File: config.mk
export PLATFORM = sky130hd
export DESIGN_NAME = ifetch_buffer
export DESIGN_NICKNAME = d
export VERILOG_FILES = /design/src/rtl/ifetch_buffer.sv
export SDC_FILE = /design/constraint.sdc
export NUM_CORES = 1
export LEC_CHECK = 0
export CORE_AREA = 3 3 178 180
export DETAILED_ROUTE_END_ITERATION = 6
export DIE_AREA = 0 0 181 183
export PLACE_DENSITY = 0.66
export SETUP_SLACK_MARGIN = 0.15
export SLEW_MARGIN = 20
export SYNTH_ARGS = -nofsm -noshare
export SYNTH_HDL_FRONTEND = slang
export SYNTH_SLANG_ARGS = --single-unit
File: constraint.sdc
create_clock -name clk_i -period 4.13 [get_ports clk_i]
set_input_delay 0.413 -clock clk_i [delete_from_list [all_inputs] [get_ports clk_i]]
set_output_delay 0.413 -clock clk_i [all_outputs]
set_load 0.01 [all_outputs]
File: src/rtl/ifetch_buffer.sv
// ---------------------------------------------------------------------------
// ifetch_buffer
//   Fetch stage that sits directly after the PC register. It accepts a pc,
//   reads one instruction word from instruction memory over a req/ack
//   handshake, and queues {pc, instruction} pairs for decode in a DEPTH-entry
//   FIFO. Only one memory read is outstanding at a time. A FIFO slot is
//   reserved when a pc is accepted, so the queue can never overflow. A flush
//   (branch/jump redirect) empties the queue and discards any read in flight.
//
// Ports
//   clk_i         clock, rising edge
//   rst_ni        asynchronous reset, active low
//   pc_i          fetch address from the PC register
//   pc_valid_i    pc_i holds a valid fetch address this cycle
//   pc_ready_o    pc_i is accepted this cycle; the PC may advance (comb)
//   flush_i       discard the queue and any in-flight fetch
//   imem_req_o    memory read request (from the state register)
//   imem_addr_o   word-aligned read address, held stable until ack
//   imem_ack_i    read data valid this cycle
//   imem_rdata_i  read data, sampled when imem_ack_i=1
//   inst_valid_o  FIFO holds at least one entry
//   inst_ready_i  decode consumes the head entry
//   inst_o        head instruction, 0 when the FIFO is empty
//   inst_pc_o     pc of the head instruction, 0 when the FIFO is empty
//   fifo_count_o  current FIFO occupancy
// ---------------------------------------------------------------------------
module ifetch_buffer #(
  parameter int unsigned DEPTH  = 4,
  parameter int unsigned DATA_W = 32,
  parameter int unsigned ADDR_W = 32
) (
  input  logic                       clk_i,
  input  logic                       rst_ni,
  input  logic [ADDR_W-1:0]          pc_i,
  input  logic                       pc_valid_i,
  output logic                       pc_ready_o,
  input  logic                       flush_i,
  output logic                       imem_req_o,
  output logic [ADDR_W-1:0]          imem_addr_o,
  input  logic                       imem_ack_i,
  input  logic [DATA_W-1:0]          imem_rdata_i,
  output logic                       inst_valid_o,
  input  logic                       inst_ready_i,
  output logic [DATA_W-1:0]          inst_o,
  output logic [ADDR_W-1:0]          inst_pc_o,
  output logic [$clog2(DEPTH+1)-1:0] fifo_count_o
);

  localparam int unsigned PTR_W = $clog2(DEPTH);
  localparam int unsigned CNT_W = $clog2(DEPTH+1);

  localparam logic [CNT_W-1:0] DEPTH_CNT = CNT_W'(DEPTH);
  localparam logic [CNT_W:0]   DEPTH_EXT = (CNT_W+1)'(DEPTH);
  localparam logic [CNT_W:0]   ONE_EXT   = (CNT_W+1)'(1);
  localparam logic [PTR_W-1:0] PTR_ONE   = PTR_W'(1);

  // IDLE: no fetch; BUSY: fetch live; DROP: fetch live but its data is unwanted
  typedef enum logic [1:0] {
    ST_IDLE = 2'd0,
    ST_BUSY = 2'd1,
    ST_DROP = 2'd2
  } state_e;

  state_e              state_q, state_d;
  logic [ADDR_W-1:0]   req_pc_q, req_pc_d;
  logic [PTR_W-1:0]    wr_ptr_q, wr_ptr_d;
  logic [PTR_W-1:0]    rd_ptr_q, rd_ptr_d;
  logic [CNT_W-1:0]    count_q, count_d;
  logic [DATA_W-1:0]   mem_inst_q [DEPTH];
  logic [ADDR_W-1:0]   mem_pc_q   [DEPTH];

  logic                nonempty_s;
  logic                pop_s;
  logic                push_s;
  logic                busy_ack_s;
  logic                space_s;
  logic                accept_s;
  logic [CNT_W:0]      occ_after_s;

  // Handshake decode: pop, push, free-space and accept conditions
  always_comb begin
    nonempty_s  = (count_q != {CNT_W{1'b0}});
    pop_s       = nonempty_s & inst_ready_i & ~flush_i;
    busy_ack_s  = (state_q == ST_BUSY) & imem_ack_i;
    push_s      = busy_ack_s & ~flush_i;
    // Occupancy once the returning word lands and any pop retires; the new
    // pc needs a slot beyond that.
    occ_after_s = {1'b0, count_q} + ONE_EXT - {{CNT_W{1'b0}}, pop_s};
    if (state_q == ST_IDLE) begin
      space_s = (count_q < DEPTH_CNT);
    end else if (busy_ack_s) begin
      space_s = (occ_after_s < DEPTH_EXT);
    end else begin
      space_s = 1'b0;
    end
    accept_s = pc_valid_i & ~flush_i & space_s &
               ((state_q == ST_IDLE) | busy_ack_s);
  end

  // Fetch state machine next-state logic and request address capture
  always_comb begin
    state_d  = state_q;
    req_pc_d = req_pc_q;
    if (accept_s) begin
      req_pc_d = pc_i;
    end else begin
      req_pc_d = req_pc_q;
    end
    case (state_q)
      ST_IDLE: begin
        if (accept_s) begin
          state_d = ST_BUSY;
        end else begin
          state_d = ST_IDLE;
        end
      end
      ST_BUSY: begin
        if (flush_i) begin
          // An ack coinciding with the flush closes the fetch outright.
          state_d = imem_ack_i ? ST_IDLE : ST_DROP;
        end else if (imem_ack_i) begin
          state_d = accept_s ? ST_BUSY : ST_IDLE;
        end else begin
          state_d = ST_BUSY;
        end
      end
      ST_DROP: begin
        if (imem_ack_i) begin
          state_d = ST_IDLE;
        end else begin
          state_d = ST_DROP;
        end
      end
      default: begin
        state_d = ST_IDLE;
      end
    endcase
  end

  // FIFO pointer and occupancy next-state; flush overrides push and pop
  always_comb begin
    wr_ptr_d = wr_ptr_q;
    rd_ptr_d = rd_ptr_q;
    count_d  = count_q;
    if (flush_i) begin
      wr_ptr_d = {PTR_W{1'b0}};
      rd_ptr_d = {PTR_W{1'b0}};
      count_d  = {CNT_W{1'b0}};
    end else begin
      wr_ptr_d = push_s ? (wr_ptr_q + PTR_ONE) : wr_ptr_q;
      rd_ptr_d = pop_s  ? (rd_ptr_q + PTR_ONE) : rd_ptr_q;
      count_d  = count_q + {{(CNT_W-1){1'b0}}, push_s}
                         - {{(CNT_W-1){1'b0}}, pop_s};
    end
  end

  // Control state registers
  always_ff @(posedge clk_i or negedge rst_ni) begin
    if (!rst_ni) begin
      state_q  <= ST_IDLE;
      req_pc_q <= {ADDR_W{1'b0}};
      wr_ptr_q <= {PTR_W{1'b0}};
      rd_ptr_q <= {PTR_W{1'b0}};
      count_q  <= {CNT_W{1'b0}};
    end else begin
      state_q  <= state_d;
      req_pc_q <= req_pc_d;
      wr_ptr_q <= wr_ptr_d;
      rd_ptr_q <= rd_ptr_d;
      count_q  <= count_d;
    end
  end

  // FIFO storage, written at the write pointer on each push
  always_ff @(posedge clk_i or negedge rst_ni) begin
    if (!rst_ni) begin
      for (int i = 0; i < DEPTH; i++) begin
        mem_inst_q[i] <= {DATA_W{1'b0}};
        mem_pc_q[i]   <= {ADDR_W{1'b0}};
      end
    end else if (push_s) begin
      mem_inst_q[wr_ptr_q] <= imem_rdata_i;
      mem_pc_q[wr_ptr_q]   <= req_pc_q;
    end
  end

  // Output drive: memory side from the state register, decode side from the head entry
  always_comb begin
    pc_ready_o   = accept_s;
    imem_req_o   = (state_q == ST_BUSY) | (state_q == ST_DROP);
    imem_addr_o  = {req_pc_q[ADDR_W-1:2], 2'b00};
    inst_valid_o = nonempty_s;
    fifo_count_o = count_q;
    if (nonempty_s) begin
      inst_o    = mem_inst_q[rd_ptr_q];
      inst_pc_o = mem_pc_q[rd_ptr_q];
    end else begin
      inst_o    = {DATA_W{1'b0}};
      inst_pc_o = {ADDR_W{1'b0}};
    end
  end

endmodule
* After elaboration in Yosys (flattened, before gate mapping)
Index checks and enable logic that the tools add are counted.
** Storage, ports and cells
- Input port bits :: 70
- Output and inout bits :: 102
- Register bits after elaboration :: 297
** Cells by class
- Magnitude comparators :: 5
- Equal/unequal tests :: 2
- Multiplexer cells :: 24
- Bitwise gates (word level) :: 12
- Reduce and logical (&&, ||, !) cells :: 5
- Add/subtract/negate cells :: 6
** Operator list (number)
- $bwmux W128 :: 2
- $mux W32 :: 7
- $bmux W32 S2 :: 2
- $demux W32 S2 :: 1
- $mux W2 :: 7
- $and A1 B1 Y1 :: 7
- $ge A3 B3 Y1 const B :: 2
- $not A2 Y3 :: 2
- $pmux W2 S3 :: 1
- $add A2 B1 Y2 const B :: 2
- $add A3 B1 Y4 const B :: 1
- $lt A4 B3 Y1 const B :: 1
- $reduce_bool A2 Y1 :: 2
- $sub A4 B1 Y4 :: 1
- $add A3 B1 Y3 :: 1
- $lt A3 B1 Y1 const B :: 1
- $lt A3 B3 Y1 const B :: 1
- $mux W1 :: 3
- $mux W3 :: 1
- $reduce_bool A3 Y1 :: 1
- $sub A3 B1 Y3 :: 1
- $eq A2 B1 Y1 const B :: 1
- $eq A2 B2 Y1 const B :: 1
- $logic_not A2 Y1 :: 1
- other kinds (3) :: 4

* Longest topological paths before layout
Gate-level depths: netlist of the first run.
- Depth in word-level cells :: 13
- Mapped depth :: 12

* Worst setup path before layout of the first run
OpenSTA, ideal clock, no wires.
- Path kind :: register to register
- Start :: register state_q[1]
- End :: register count_q[2] (netlist: fifo_count_o[2])
- Cell stages (with the launch flop) :: 13
- Data required time :: 3.998 ns
- Setup time :: 0.132 ns
- Data arrival time :: 2.227 ns
- Setup slack :: 1.771 ns
- Path buffers :: 1
- Clock period less this slack :: 2.359 ns
- Path through :: dfrtp_1 -> inv_1 -> ha_1 -> and3b_1 -> buf_2 -> inv_1 -> ha_1 -> inv_1 -> ha_1 -> fa_1 -> xnor2_1 -> xnor2_1 -> nor2_1
** Between the ends
- Word-level cells in the longest chain between the ends :: 6
** RTL lines
- start: declaration :: RTL line 64 : state_e state_q, state_d;
- start signal: assignment :: RTL line 166 : state_q <= state_d;
- $eq A2 B1 Y1 :: RTL line 84 : busy_ack_s = (state_q == ST_BUSY) & imem_ack_i;
- $and A1 B1 Y1 :: RTL line 84
- $and A1 B1 Y1 :: RTL line 85 : push_s = busy_ack_s & ~flush_i;
- $add A3 B1 Y3 :: RTL line 152 : count_d = count_q + {{(CNT_W-1){1'b0}}, push_s}
- $sub A3 B1 Y3 :: RTL line 153 : - {{(CNT_W-1){1'b0}}, pop_s};
- $mux W3 :: RTL line 145 : if (flush_i) begin
- net count_d[2] :: RTL line 68 : logic [CNT_W-1:0] count_q, count_d;
- end signal: assignment :: RTL line 164 : count_q <= {CNT_W{1'b0}};
- end signal: assignment :: RTL line 170 : count_q <= count_d;
- end: declaration :: RTL line 68
The timed path passes the listed nets, and every way through them passes these cells.
A chain may end at the register's enable or synchronous reset.

* Worst setup path after layout of the first run
- Start :: register rd_ptr_q[0]
- End :: output inst_o[23]
** Between the ends
- Word-level cells in the longest chain between the ends :: 5
** RTL lines
- start: declaration :: RTL line 67 : logic [PTR_W-1:0] rd_ptr_q, rd_ptr_d;
- start signal: assignment :: RTL line 163 : rd_ptr_q <= {PTR_W{1'b0}};
- start signal: assignment :: RTL line 169 : rd_ptr_q <= rd_ptr_d;
- $not A2 Y3 (implied by the code) :: RTL line 195 : inst_o = mem_inst_q[rd_ptr_q];
- $bmux W32 S2 :: RTL line 195
- $mux W32 (implied by the code) (2 in a row) :: RTL line 195
- $mux W32 :: RTL line 194 : if (nonempty_s) begin
- end: declaration :: RTL line 44 : output logic [DATA_W-1:0] inst_o,
No other way between the ends. The select of a mux whose other input is x is not followed.

==> metrics.md, run 1 <==
| Metric | Value |
|---|---|
| Post-CTS sizing | `0` |
| Post-DRT Antenna Nets | `0` |
| RR Startpoint | `state_q[1]$_DFF_PN0_` |
| FF-to-FF path depth | `11` |
| Dpl cells | `1348` |
| # fillers | `2492` |
| Clock Path Buffers | `3` |
| First-pass GRT wire length | `45000 um` |
| Clk pin slew, worst setup/hold paths | `0.06 ns` |
| Pin count of the biggest net entering global routing | `119` |
| Fmax | `0.314 GHz` |
| Starting Density | `44.8%` |
| Die ar. | `0.0331 mm^2` |
| Initial antenna violation count | `1` |
| Non-filler cells, final | `1404` |
| Syn avg cell area | `16.0 um^2` |
| Via Count | `7396` |
| Final max-slew violation count | `0` |
| WL per Instance | `19.7 um` |
| RR Endpoint | `fifo_count_o[2]$_DFF_PN0_` |
| Status | `finished, violations left` |
| CTS Buf Count | `34` |
| Top cell type's share of synthesized area | `54.7%` |
| Port Buf Inserts | `169` |
| Post-detailed-routing wire length | `27700 um` |
| H-tree levels | `2` |
| Core box area | `0.0303 mm^2` |
| Die X | `181 um` |
| Final Critical Period | `3.18 ns` |
| Post-synthesis register bit count | `297` |
| DRC violations left | `0` |
| Req. time, crit path | `3.72 ns` |
| Clock Sinks | `297` |
| Std-Cell Rows | `64` |
| Setup TNS | `0 ns` |
| Final WS setup | `0.949 ns` |
| Largest cells by area after synthesis | `dfrtp_1, mux2_2, mux4_2` |
| RSZ-0062 raised after global routing | `no` |
| Number of synthesized flops with an enable pin | `0` |
| Yosys cell types | `31` |
| Cell with the most instances after synthesis | `dfrtp_1` |
| Yosys top cell by area | `dfrtp_1` |
| Max cap viols | `0` |
| Setup Buffers After CTS | `0` |
| Final Skew | `0.0177 ns` |
| Slowest library cell on the worst path | `dfrtp_4` |
| CP endpoint kind | `output port` |
| Iter 0 DRT Violations | `213` |
| Detail Route met3 WL | `1100 um` |
| Nets@finish | `1069` |
| Share of cells above drive strength 1 | `42.1%` |
| Root Driver | `clkbuf_16` |
| Leakage | `7.51 nW` |
| Setup crit end | `inst_o[23]` |
| Setup crit start | `rd_ptr_q[0]$_DFFE_PN0P_` |
| Crit Path Max Fanout | `20` |
| Hold_buf cts | `0` |
| Synthesized instance count | `850` |
| Crit path kind | `reg -> out` |
| Sequential area share after synthesis | `54.7%` |
| Met2 wire length | `13800 um` |
| Aggregate global routing overflow | `0` |
| Yosys warning count | `0` |
| DRT Pass-1 Iters | `4` |
| Area Growth Syn to Fin | `21.2%` |
| Critical Path, Cell by Cell | `buf_4 -> mux4_2 -> and2_1 -> clkdlybuf4s50_1` |
| PD cells | `644 mW/mm^2` |
| Reg-to-reg slack, setup | `1.39 ns` |
| Violated checks | `negative hold slack` |
| Uppermost layer routed | `met4` |
| Worst path max stage delay | `0.71 ns` |
| Clock Latency Late Sink | `0.50 ns` |
| Peak supply drop | `0.910 mV` |
| Startpoint types | `flop` |
| Final hold vios | `3` |
| HP Class | `in -> async` |
| Ports | `172` |
| Die Ht | `183 um` |
| Worst Tran Pin Value | `1.03 ns` |
| Hpwl dp | `16700 um` |
| Final period util | `77.0%` |
| Crit path DAT | `2.77 ns` |
| Vias per cell | `5.27` |
| CTS tree | `yes` |
| Ys async rst share | `100%` |
| Met1 WL | `12300 um` |
| Synth Flop Type | `dfrtp_1` |
| Pre-CTS setup slack | `0.957 ns` |
| Post-synth top cells | `dfrtp_1, mux2_2, and2_1, mux4_2, buf_4` |
| Vias in the first global route | `8002` |
| Endpoints failing setup | `0` |
| Max_slew headroom | `31.6%` |
| GRT Total Usage | `16.9%` |
| RD Place Congestion | `0.701` |
| Post-Syn Area | `0.0136 mm^2` |
| Hold WS | `-0.00778 ns` |
-- placed cells by master (no fill, tap or decap) --
cell type,Yosys,routed
dfrtp_1,297,295
mux2_2,287,287
clkdlybuf4s50_1,0,168
mux4_2,64,64
and2_1,64,64
clkbuf_16,0,35
ha_1,10,10
clkbuf_8,0,9
inv_1,8,8
buf_12,0,8
clkbuf_1,9,6
buf_4,35,6
nor2_1,5,5
a21oi_1,4,4
nor2b_1,4,4
nand2_4,0,4
nand2_1,3,3
xnor2_1,3,3
xor2_1,2,2
conb_1,1,2
clkinv_2,0,2
bufinv_16,0,2
dfrtp_4,0,2
diode_2,0,1
mux2_1,1,1
nand3_1,1,1
o311ai_0,1,1
or3_2,0,1
and3b_1,1,1
o31ai_1,1,1
and4bb_2,1,1
nor4b_4,1,1
nor3_1,1,1
o211ai_1,1,1
a211oi_1,1,1
fa_1,1,1
inv_6,0,1
buf_8,0,1
-- cells by family (layout without fill, tap and decap cells) --
logic type      count (synthesis)  in the layout  synth area share, %
mux                           352            352                 34.5
flops                         297            297                 54.7
buf+inv                        90            246                 5.00
simple gates                   86             86                 3.99
fa+ha+maj                      11             11                 1.07
compound gates                  8              8                0.378
xor+xnor                        5              5                0.322
other cells                     1              3               0.0276
-- stage by stage --
stage / utilization [%] / total power [W] / instance area (um^2)
final: 54.3 / 0.0106 / 16500
after global routing: 54.2 / 0.0112 / 16500
after CTS: 54.2 / 0.0108 / 16500
after detailed placement: 50.6 / 0.00779 / 15400
after global placement: 50.6 / 0.00772 / 15400
after floorplan: - / 0.00631 / 13600
-- power breakdown --
part           switching [W]  leakage, nW  internal, W
clock network        0.00112        0.544      0.00183
registers           0.000579         3.93      0.00363
logic                0.00128         3.04      0.00217
-- cell type report --
cell class	count	area [um^2]	share of cell area (%)
inverters	8	30.0	0.182
diodes	1	2.50	0.0152
clock buffers	50	1020	6.21
flip-flops and latches	297	7440	45.2
clock inverters	5	78.8	0.479
multi-input cells	464	5500	33.4
repair buffers	183	1900	11.6
well taps	396	495	3.01
-- worst min path at each step --
stage                                           from                    endpoint  slack [ns]  cells past startpoint
after floorplan                               rst_ni   fifo_count_o[0]$_DFF_PN0_        0.12                      0
after global placement      mem_pc_q[58]$_DFFE_PN0P_    mem_pc_q[58]$_DFFE_PN0P_        0.48                      1
after detailed placement  mem_inst_q[50]$_DFFE_PN0P_  mem_inst_q[50]$_DFFE_PN0P_        0.49                      1
after CTS                                     rst_ni    mem_pc_q[99]$_DFFE_PN0P_        0.06                      1
after global routing                          rst_ni   mem_pc_q[111]$_DFFE_PN0P_        0.07                      1
final                                         rst_ni    req_pc_q[15]$_DFFE_PN0P_      -0.008                      1
-- registers in the layout (all words and copies together) (netlist names) --
name / count
mem_pc_q: 128
req_pc_q: 32
rd_ptr_q: 2
mem_inst_q: 128
fifo_count_o: 3
wr_ptr_q: 2
state_q: 2
-- per-layer routing --
metal  global-route usage [%]  up-vias
met4                     3.87        0
li1                         -     3322
met3                     3.23       34
met2                     28.6      126
met5                        0        -
met1                     22.9     3914
-- critical path, delay by kind of cell, from the launching register on --
| kind | cells | cell delay, ns |
|---|---|---|
| multiplexers | 1 | 0.55 |
| buffers and inverters | 2 | 0.82 |
| AND/OR/NAND/NOR | 1 | 0.17 |
| flip-flops | 1 | 0.71 |
(Power assumes the default switching activity.)
==> run 2: changes to the inputs <==
- PLACE_DENSITY: 0.66 -> 0.69
- clock period: 4.13 -> 2.5 ns (I/O delays scaled with it)
==> metrics.md, run 2 (synthesized netlist as in run 1, its figures left out) <==
| Metric | Value |
|---|---|
| Status | `complete, no violations` |
| Post-Route Utilization | `56.9%` |
| RR Startpoint | `state_q[1]$_DFF_PN0_` |
| Share of cells above drive strength 1 | `55.8%` |
| Worst Tran Pin Value | `0.509 ns` |
| Die ar. | `0.0331 mm^2` |
| Clock Sinks | `297` |
| Dpl cells | `1365` |
| Clock Latency Late Sink | `0.50 ns` |
| FF-to-FF path depth | `8` |
| Total power | `0.0186 W` |
| Final max-slew violation count | `0` |
| Hold WS | `0.313 ns` |
| Nets@finish | `1112` |
| Endpoints failing setup | `0` |
| Die X | `181 um` |
| Startpoint types | `flop` |
| Final Critical Period | `2.43 ns` |
| Area Growth Syn to Fin | `27.1%` |
| RSZ-0062 raised after global routing | `yes` |
| Antenna diodes | `0` |
| # fillers | `2385` |
| Non-filler cells, final | `1450` |
| First-pass GRT wire length | `46200 um` |
| Aggregate global routing overflow | `0` |
| Final WS setup | `0.0685 ns` |
| Most frequent cells in the layout | `dfrtp_1, mux2_2, clkdlybuf4s50_1` |
| Root Driver | `clkbuf_16` |
| WL per Instance | `19.8 um` |
| Post-detailed-routing wire length | `28700 um` |
| Pre-CTS setup slack | `0.116 ns` |
| Peak supply drop | `0.530 mV` |
| Starting Density | `44.8%` |
| Max_slew headroom | `66.1%` |
| PD cells | `1070 mW/mm^2` |
| Core box area | `0.0303 mm^2` |
| Clk pin slew, worst setup/hold paths | `0.06 ns` |
| Iter 0 DRT Violations | `250` |
| CTS Buf Count | `34` |
| RD Place Congestion | `0.740` |
| Crit Path Max Fanout | `6` |
| Ports | `172` |
| GRT Total Usage | `17.4%` |
| Leakage | `8.08 nW` |
| Via Count | `7662` |
| H-tree levels | `2` |
| RR Endpoint | `req_pc_q[18]$_DFFE_PN0P_` |
| Clock Path Buffers | `3` |
| Crit path kind | `reg -> out` |
| Post-DRT Antenna Nets | `0` |
| DRT Pass-1 Iters | `4` |
| Req. time, crit path | `2.25 ns` |
| Final period util | `97.3%` |
| Hpwl dp | `17400 um` |
| Pin count of the biggest net entering global routing | `65` |
| Final Skew | `0.0211 ns` |
| Fmax | `0.411 GHz` |
| Initial antenna violation count | `0` |
| Area of the multi-input gates | `0.00567 mm^2` |
| Crit path DAT | `2.18 ns` |
| Biggest registers after layout | `mem_inst_q: 128 flops, mem_pc_q: 128 flops, req_pc_q: 32 flops` |
| CTS tree | `yes` |
| Reg-to-reg slack, setup | `0.28 ns` |
| Vias per cell | `5.28` |
| Die Ht | `183 um` |
| Std-Cell Rows | `64` |
| HP Class | `in -> async` |
| Commonest non-fill, non-tap cell in the layout | `dfrtp_1` |
| Max cap viols | `0` |
| Port Buf Inserts | `169` |
| CP endpoint kind | `output port` |
| Final hold vios | `0` |
| DRC violations left | `0` |
| Register area | `0.00744 mm^2` |
| Vias in the first global route | `8251` |
## run 2: report_power, final
group	switching [W]	total, W	internal, W
logic	0.00257	0.00696	0.00439
clock network	0.00185	0.00471	0.00286
registers	0.000881	0.00688	0.00599
total	0.00531	0.0186	0.0132
## run 2: what timing repair did
action                                 CTS  global route
setup buffers                           16             2
pin swaps                               28             7
endpoints found under the hold margin   56             0
gates resized for setup                312            66
cloned                                   6             1
hold buffers                             1             0
setup endpoints to repair               66            63
## run 2: metrics by stage
step	setup TNS [ns]	cell area (um^2)
after global routing	-0.000262	17300
after CTS	0	17100
after detailed placement	0	15600
after global placement	0	15600
final	0	17300
after floorplan	0	13600
## run 2: worst max-delay path by stage
stage,startpoint,endpoint,depth (start not counted)
final,rd_ptr_q[0]$_DFFE_PN0P_,inst_o[2],6
after global routing,rd_ptr_q[0]$_DFFE_PN0P_,inst_o[2],6
after CTS,rd_ptr_q[0]$_DFFE_PN0P_,inst_o[18],5
after detailed placement,flush_i,fifo_count_o[2]$_DFF_PN0_,10
after global placement,flush_i,fifo_count_o[2]$_DFF_PN0_,10
after floorplan,state_q[1]$_DFF_PN0_,fifo_count_o[2]$_DFF_PN0_,12
## run 2: routing by layer
layer	routed length (um)	track usage, %
met3	1060	2.88
met5	0	0
met2	14300	29.0
met4	623	4.88
met1	12700	24.0
## run 2: layout make-up
type                            instances  area share (%)
Inverter                                8           0.174
Clock buffer                           53            6.04
Sequential cell                       297            43.1
Timing Repair Buffer                  226            14.8
Tap cell                              396            2.87
Clock inverter                          6           0.196
Multi-Input combinational cell        464            32.8
## run 2: worst max-delay path, stage by stage (launching register included)
cell,delay [ns]
dfrtp_4,0.53
buf_6,0.14
buf_12,0.14
buf_16,0.15
mux4_2,0.43
and2_4,0.18
buf_6,0.11
==> RTL edit 1, RTL diff (settings of run 2) <==
Re-encode `state_e` (3 states) as one-hot, 3 bits wide.
--- a/src/rtl/ifetch_buffer.sv
+++ b/src/rtl/ifetch_buffer.sv
@@ -57,6 +57,6 @@
   // IDLE: no fetch; BUSY: fetch live; DROP: fetch live but its data is unwanted
-  typedef enum logic [1:0] {
-    ST_IDLE = 2'd0,
-    ST_BUSY = 2'd1,
-    ST_DROP = 2'd2
+  typedef enum logic [2:0] {
+    ST_IDLE = 3'b001,
+    ST_BUSY = 3'b010,
+    ST_DROP = 3'b100
   } state_e;
Check against the original RTL: no difference found for any inputs over 4 cycles, from zero or initial values and one cycle with rst_ni low; so few cycles prove little.
==> RTL edit 1 against run 2 <==
Non-clock buffer count increased by 18; wire length increased by 20%; total power decreased by 19%; cell area increased by 5.9%; register-to-register slack got worse by 20 ps; count of clock-buffer cells in the layout decreased by 3; area after synthesis increased by 7.8%; die area unchanged; synthesized cell count increased by 15%; sequential power decreased by 13%; cell count increased by 8.2%; global-route usage increased by 3.3 points; worst setup slack improved by 26 ps; sequential cell count increased by 1; critical path type unchanged; highest routed layer is now met5.
==> RTL edit 1: results <==
[sta]
finalCriticalPeriod_ps = 2410
clock_skew_ps = 21.0
relSlewSlack_pct = 57.8
holdWs_ps = 318

[setup_path]
cpPeakStageDelay_ps = 500
r2r_end = "fifo_count_o[2]$_DFF_PN0_"
worst-path-max-fanout = 6
ff2ff_path_depth = 9
r2r_slack_ps = 260
arrival_ps = 2160
setup.worst_path.end = "inst_pc_o[12]"
r2r-start = "fifo_count_o[1]$_DFF_PN0_"

[drt]
via_count = 8854
drt-wirelength-per-cell_um = 21.9
routed.top_layer = "met5"
dr_wl_met2_um = 16500
first_iter_violations = 484
firstDrtPassIters = 5
wl_met3_um = 1960
met1Wirelength_um = 15200

[global_routing]
antenna_found_initial = 3
gr-usage-met1_pct = 29.0
grt_usage_pct = 20.8
grt_overflow = 0
grt_pass1_wl_um = 54900
grt_pass1_vias = 9537
grt_max_degree = 72
met3_usage_pct = 4.15
grt.met2_usage_pct = 34.0

[cells_and_area]
stdcell_count = 1569
fin_area_mm2 = 0.0183
final.fill_count = 2285
reg_top3 = "mem_inst_q x128, mem_pc_q x128, req_pc_q x32"
drive_gt1_share_pct = 48.6
nets = 1225

[synth]
postSynthCellCount = 976
synthTopCellsByArea = "dfrtp_1, mux2_4, mux2_2"
yosysUniqueCellTypes = 44
ys_top_cells_by_count = "dfrtp_1, mux2_2, mux2_4"
ys_seq_area_share_pct = 50.9

[placed_design]
post-dp-hpwl_um = 20700
place_inst = 1478
gp_congestion = 0.766
io_buffers = 169
place_area_mm2 = 0.0167
dp_slack_ps = 140

[pwr]
sw_frac_of_total_pct = 28.6
peakVddDrop_mv = 0.611
clock_power_share_pct = 32.6
p_seq_share_pct = 39.7
p_per_area_mw_per_mm2 = 826
power.leakage_nw = 8.32

[outcome]
outcome = "finished, final reports clean"

[clock_tree]
cts_hold_buf = 1
cts_resized = 309
post-cts-setup-buffers = 23
==> RTL edit 1: cell types whose count changed after synthesis, moves of 31 or more <==
cell | run 2 | this run
o21ai_0 | 0 | 33
nand4_1 | 0 | 32
mux2_2 | 287 | 137
mux2_4 | 0 | 120
nand3_1 | 1 | 33
o211ai_1 | 1 | 32
==> RTL edit 1: layout make-up <==
| cell class | count | share of cell area (%) |
|---|---|---|
| antenna | 1 | 0.0137 |
| clock buffer | 50 | 5.50 |
| inverter | 5 | 0.103 |
| tap | 396 | 2.71 |
| timing repair buffer | 244 | 14.6 |
| clock inverter | 10 | 0.561 |
| sequential | 298 | 40.9 |
| multi-input combinational | 565 | 35.6 |
==> RTL edit 1: cells by family (layout without fill, tap and decap cells) <==
logic type	after synthesis	in the layout	synth area share, %
mux	322	322	32.8
flops	298	298	50.9
simple gates	157	157	6.50
buf+inv	114	309	5.66
compound gates	71	71	3.10
fa+ha+maj	7	7	0.650
xor+xnor	6	6	0.359
other cells	1	3	0.0256
==> RTL edit 2, RTL diff (config.mk and constraints of run 2) <==
Without the edit above. Change the parameter `DEPTH` from 4 to 2.
--- a/src/rtl/ifetch_buffer.sv
+++ b/src/rtl/ifetch_buffer.sv
@@ -27,3 +27,3 @@
 module ifetch_buffer #(
-  parameter int unsigned DEPTH  = 4,
+  parameter int unsigned DEPTH  = 2,
   parameter int unsigned DATA_W = 32,
Interface: changed (resized fifo_count_o); port bits go from 172 to 171. No check against the original RTL was run, so the function may have changed too.
==> RTL edit 2 against run 2 <==
Total power shrank 47%; worst setup slack gained 190 ps; wire length shrank 42%; largest cell class unchanged; cell area shrank 42%; non-clock buffer count shrank 45; clock skew shrank 15 ps; synthesized cell count shrank 35%; critical path type unchanged; count of clock-buffer cells in the layout shrank 33; combinational power shrank 57%; sequential cell count shrank 131; hold slack gained 30 ps; area after synthesis shrank 44%.
==> RTL edit 2: results <==
[clock_tree]
htreeDepth = 4
cts_resized = 3
post-cts-setup-buffers = 0
clk_latency_ps = 410

[synth]
synthAdderAreaFrac_pct = 0.985
muxShareOfSynthArea_pct = 32.0
synth-xor-area-share_pct = 0.460
ys_seq_area_share_pct = 54.5
synthTopCellsByArea = "dfrtp_1, mux2_2, mux2i_1"
ys_top_cells_by_count = "dfrtp_1, mux2_2, nor2_1"
yosysUniqueCellTypes = 27
synth-compound-area-share_pct = 0.542

[setup_path]
r2r_slack_ps = 390
worst-path-max-fanout = 33
crit_slowest_cell = "clkdlybuf4s50_1"
r2r_end = "req_pc_q[21]$_DFFE_PN0P_"
r2r-start = "state_q[0]$_DFF_PN0_"
arrival_ps = 1990
ff2ff_path_depth = 5
cpPeakStageDelay_ps = 560

[sta]
clock_skew_ps = 6.20

[placed_design]
io_buffers = 168
post-dp-hpwl_um = 11100

[cells_and_area]
drive_gt1_share_pct = 28.9
n_all_buffers = 181
multi_input_area_share_pct = 29.4
inv_count = 6
nets = 769
regArea_mm2 = 0.00416
final.fill_count = 3001
reg_top3 = "mem_inst_q x64, mem_pc_q x64, req_pc_q x32"
multi_input_gates = 321
clkbuf_count = 20
clk_share_pct = 5.52

[outcome]
outcome = "finished, final reports clean"

[global_routing]
grt_pass1_wl_um = 26900
grt_max_degree = 63
grt_pass1_vias = 4917
grt_usage_pct = 10.1

[drt]
routed_wl_um = 16800
first_iter_violations = 144
via_count = 4643

[pwr]
peakVddDrop_mv = 0.400
==> RTL edit 2: worst max path at each step <==
stage	startpoint	endpoint	depth (start not counted)
global placement	flush_i	req_pc_q[29]$_DFFE_PN0P_	5
detailed placement	flush_i	req_pc_q[21]$_DFFE_PN0P_	5
finish	rd_ptr_q$_DFFE_PN0P_	inst_o[24]	4
CTS	fifo_count_o[1]$_DFF_PN0_	inst_pc_o[31]	4
global route	fifo_count_o[1]$_DFF_PN0_	inst_pc_o[10]	4
floorplan	state_q[1]$_DFF_PN0_	fifo_count_o[1]$_DFF_PN0_	10
==> RTL edit 2: kinds of logic after synthesis <==
group	count (synthesis)
xor gates and xnor gates	4
buffers and inverters	68
and+or+nand+nor	80
AOI/OAI and AO/OA	5
other	1
muxes	224
adders and majority gates	6
DFF	166
==> RTL edit 2: power breakdown <==
| group | switching [mW] | total, mW | internal, mW |
|---|---|---|---|
| clock network | 1.08 | 2.50 | 1.42 |
| registers | 0.631 | 4.42 | 3.78 |
| logic | 1.11 | 2.96 | 1.85 |
==> RTL edit 2: per-stage QoR <==
stage | instance area (um^2) | hold WS [ps] | util [%] | setup slack [ps] | std cells
after floorplan | 7620 | -45.6 | - | 631 | 555
final | 10100 | 343 | 33.2 | 263 | 1101
after detailed placement | 9510 | 214 | 31.3 | 276 | 1069
after CTS | 10100 | 327 | 33.2 | 193 | 1101
after global routing | 10100 | 367 | 33.2 | 140 | 1101
after global placement | 9510 | 214 | 31.3 | 308 | 1069
==> RTL edit 2: per-layer routing <==
metal	routed length (um)	GRT usage [%]	up-vias
li1	-	-	2156
met1	7460	12.7	2373
met2	8170	17.0	107
met3	1030	3.75	7
met4	112	2.10	0
met5	0	0	-
